**src/rtl/player_id_lookup_ctrl.sv**
```systemverilog
// Player-ID ROM scan sequencer: walks the ROM from address 0 looking for a
// latched candidate ID, stopping on a match, the terminator word or the last entry.
//
// state  | meaning
// IDLE   | waiting for start; result outputs hold the last scan
// WAIT   | rom_addr stable, counting ROM latency, compare on terminal count
// FINISH | one-cycle done pulse, then back to IDLE
module player_id_lookup_ctrl #(
   parameter int                ADDR_W      = 5,
   parameter int                DATA_W      = 16,
   parameter int                NUM_ENTRIES = 32,
   parameter int                ROM_LAT     = 2,
   parameter logic [DATA_W-1:0] EMPTY_CODE  = 16'h0000
) (
   input  logic              clk,
   input  logic              rst_n,
   input  logic              start,
   input  logic [DATA_W-1:0] id_in,
   output logic [ADDR_W-1:0] rom_addr,
   input  logic [DATA_W-1:0] rom_q,
   output logic              busy,
   output logic              done,
   output logic              found,
   output logic [ADDR_W-1:0] index
);

   localparam int                CNT_W     = $clog2(ROM_LAT + 1);
   localparam logic [CNT_W-1:0]  CNT_TC    = CNT_W'(ROM_LAT);
   localparam logic [ADDR_W-1:0] LAST_ADDR = ADDR_W'(NUM_ENTRIES - 1);

   typedef enum logic [1:0] {
      IDLE   = 2'd0,
      WAIT   = 2'd1,
      FINISH = 2'd2
   } state_t;

   state_t            state, state_nxt;
   logic [CNT_W-1:0]  cnt, cnt_nxt;
   logic [DATA_W-1:0] id_lat, id_lat_nxt;
   logic [ADDR_W-1:0] addr_nxt, index_nxt;
   logic              found_nxt;

   always_ff @(posedge clk or negedge rst_n) begin
      if (!rst_n) begin
         state    <= IDLE;
         cnt      <= '0;
         id_lat   <= '0;
         rom_addr <= '0;
         found    <= 1'b0;
         index    <= '0;
      end else begin
         state    <= state_nxt;
         cnt      <= cnt_nxt;
         id_lat   <= id_lat_nxt;
         rom_addr <= addr_nxt;
         found    <= found_nxt;
         index    <= index_nxt;
      end
   end

   always_comb begin
      state_nxt  = state;
      cnt_nxt    = cnt;
      id_lat_nxt = id_lat;
      addr_nxt   = rom_addr;
      found_nxt  = found;
      index_nxt  = index;
      case (state)
         IDLE: begin
            if (start) begin
               found_nxt = 1'b0;
               index_nxt = '0;
               // an empty candidate can never match, so skip the ROM entirely
               if (id_in == EMPTY_CODE) begin
                  state_nxt = FINISH;
               end else begin
                  id_lat_nxt = id_in;
                  addr_nxt   = '0;
                  cnt_nxt    = '0;
                  state_nxt  = WAIT;
               end
            end
         end
         WAIT: begin
            if (cnt < CNT_TC) begin
               cnt_nxt = cnt + 1'b1;
            end else if (rom_q == id_lat) begin
               found_nxt = 1'b1;
               index_nxt = rom_addr;
               state_nxt = FINISH;
            end else if ((rom_q == EMPTY_CODE) || (rom_addr == LAST_ADDR)) begin
               state_nxt = FINISH;
            end else begin
               addr_nxt = rom_addr + 1'b1;
               cnt_nxt  = '0;
            end
         end
         FINISH: state_nxt = IDLE;
         default: state_nxt = IDLE;
      endcase
   end

   assign busy = (state == WAIT);
   assign done = (state == FINISH);

endmodule

```
**config.mk**
```make
export PLATFORM = sky130hd
export DESIGN_NAME = player_id_lookup_ctrl
export DESIGN_NICKNAME = d
export VERILOG_FILES = /design/src/rtl/player_id_lookup_ctrl.sv
export SDC_FILE = /design/constraint.sdc
export NUM_CORES = 1
export LEC_CHECK = 0
export ABC_AREA = 1
export CORE_AREA = 5 5 68 70
export DETAILED_ROUTE_END_ITERATION = 10
export DIE_AREA = 0 0 73 75
export PLACE_DENSITY_LB_ADDON = 0.08
export SKIP_LAST_GASP = 1
export SLEW_MARGIN = 5
export SYNTH_ARGS = -nofsm -noshare
export SYNTH_HDL_FRONTEND = slang
export SYNTH_SLANG_ARGS = --single-unit
```
**constraint.sdc**
```tcl
create_clock -name clk -period 1.8 [get_ports clk]
set_input_delay 0.36 -clock clk [delete_from_list [all_inputs] [get_ports clk]]
set_output_delay 0.36 -clock clk [all_outputs]
set_load 0.01 [all_outputs]
```
==> results.tsv <==
metric	value	unit
status	finished clean	
io_buffers	47	
yosys_warnings	0	
ys_seq_area_frac	0.426	
worstSetupStartpoint	rom_addr[0]$_DFFE_PN0P_	
powerDensity	1040	nW/um2
setup.worst_path.class	flip-flop to output pin	
setup_ws	133	ps
synth_edf_count	0	
clock-sinks	31	
overflow	0	
place_ws	-211	ps
clk_latency	280	ps
endpoint_kind	output pin	
vias_per_cell	4.53	
rsz0062_at_grt	false	
chipHeight	75	um
synthTopCellsByArea	dfrtp_1 (43%), nand2_1 (23%), inv_1 (8.7%)	
ant_nets	0	
crit_arrival	1310	ps
cp_cell_sequence	buf_4 > clkdlybuf4s50_1	
wl_per_cell	10.8	um
antenna_found_initial	0	
grt_max_degree	32	
tightest_slew	399	ps
dp_hpwl	3260	um
die_area	5480	um2
period_needed	1670	ps
synthTopCellsByCount	nand2_1 (113), inv_1 (42), nor2_1 (40), dfrtp_1 (31), o21ai_0 (16)	
syn_nets	312	
cts_tree	built	
dr.first_iter.drc_count	58	
ys_ff_latch	31	
synth_area	1820	um2
grt_util_all_layers	0.171	
ir_worst_vdd	0.665	mV
routed_wl	4200	um
slew_headroom	0.734	
place.gp.congestion	0.788	
final-max-slew-violation-count	0	
cts_made_buffers	5	
slowest_delay	540	ps
cts_root_buf	clkbuf_8	
fin_nets	376	
worstPathRequired	1440	ps
setup_viol	0	
firstDrtPassIters	4	
synthCells	275	
htreeDepth	2	
vias	1768	
io_pins	48	
synth_top_area_frac	0.426	
yosys.cell_count.top_type	nand2_1	
cp_max_fo	5	
clk_path_buf_depth	2	
max_freq	0.600	GHz
p_leak	1.37	nW
final.setup_skew	6.17	ps
startpoint_type	flip-flop	
stdcell_count	390	
grt_pass1_wl	7210	um
finalCritPeriodShare	0.926	
yosys_most_used_dff	dfrtp_1	
hold_path.class	input pin to asynchronous set/reset pin	
drcViolationCount	0	
start_util	0.465	
cts_hold_buf	0	
async_reset_ff_frac	1.00	
place_area	2420	um2
report.final.hold_viol_count	0	
finalInstanceArea	2570	um2
avgSynthCellArea	6.62	um2
finalSetupTns	0	ps
critPathSlowestCell	clkdlybuf4s50_1	
final_layout_size_suffix_gt1_frac	0.112	
post-synth-top-area-cell	dfrtp_1	
drv_cap	0	
core_area	3910	um2
clk_pin_slew	70	ps
die_w	73	um
dp_cells	380	
synth.distinct_cells	22	
r2r-start	rom_addr[0]$_DFFE_PN0P_	
grt_pass1_vias	1740	
diodes	0	
worst_hold_slack	481	ps
area_growth	41.4	%
rows	23	
## metrics by stage
step           power [mW]   util
2_1_floorplan        1.59      -
3_3_place_gp         1.96  0.619
3_5_place_dp         1.99  0.619
4_1_cts              2.71  0.649
5_1_grt              2.91  0.657
6_report             2.69  0.657
## cells in the final DEF (no fill, tap or decap), types with 4 or more instances in the layout
cell type / synthesis / layout
o21ai_0: 16 / 16
clkdlybuf4s50_1: 0 / 45
buf_4: 0 / 13
nand3_1: 4 / 4
inv_1: 42 / 42
nor2_1: 40 / 38
nand2_1: 113 / 110
nor2_2: 2 / 4
clkbuf_8: 0 / 6
inv_2: 4 / 4
nand4_1: 5 / 5
dfrtp_1: 31 / 30
## report_power, final
| group | leakage, nW | switching, mW | total [mW] | internal, mW |
|---|---|---|---|---|
| Combinational | 0.924 | 0.480 | 0.938 | 0.459 |
| Clock | 0.0612 | 0.261 | 0.708 | 0.447 |
| Sequential | 0.382 | 0.132 | 1.04 | 0.908 |
## per-layer routing
metal | GRT usage | share of wire | vias to the layer above
li1 | - | - | 956
met2 | 0.296 | 0.50 | 34
met3 | 0.0494 | 0.050 | 5
met1 | 0.201 | 0.44 | 773
met5 | 0 | 0 | -
met4 | 0.0635 | 0.015 | 0
## final timing paths
check	to	slack, ps	cells after the start
worst max-delay path	rom_addr[0]	130	2
worst min-delay path	id_lat[11]$_DFFE_PN0P_	480	2
worst max register to register	rom_addr[3]$_DFFE_PN0P_	160	10
worst min register to register	index[2]$_DFFE_PN0P_	490	2
max in group asynchronous	state[1]$_DFFE_PN0P_	1010	2
min in group clk	index[2]$_DFFE_PN0P_	490	2
## cells by family (layout without fill, tap and decap cells)
logic type | Yosys count | in the layout | synth area share
XOR/XNOR | 2 | 2 | 0.00963
AO/OA/AOI/OAI | 21 | 21 | 0.0578
adder cells (fa/ha/maj) | 2 | 2 | 0.0138
AND/OR/NAND/NOR | 170 | 170 | 0.390
flip-flops | 31 | 31 | 0.426
buffers and inverters | 49 | 114 | 0.102
## worst max-delay path, delay by kind of cell, from the launching register on
kind / cells / cell delay, ps
buf+inv: 2 / 680
flops: 1 / 350
## layout make-up
| cell class | count | area, um2 |
|---|---|---|
| clock buffers | 6 | 82.6 |
| flip-flops and latches | 31 | 777 |
| clock inverters | 2 | 35.0 |
| fillers | 365 | 1340 |
| repair buffers | 60 | 573 |
| well taps | 50 | 62.6 |
| inverters | 46 | 173 |
| multi-input cells | 195 | 870 |
## registers in the layout (all words and copies together) (netlist names)
name and count:
cnt 2, id_lat 16, index 5, rom_addr 5, found 1, state 2
## timing repair
action / CTS / global route
endpoints found under the setup margin: 1 / 14
setup buffers: 0 / 2
gates resized for setup: 1 / 7
pin swaps: 0 / 0
Note: power is estimated with default switching activity, not from simulation.
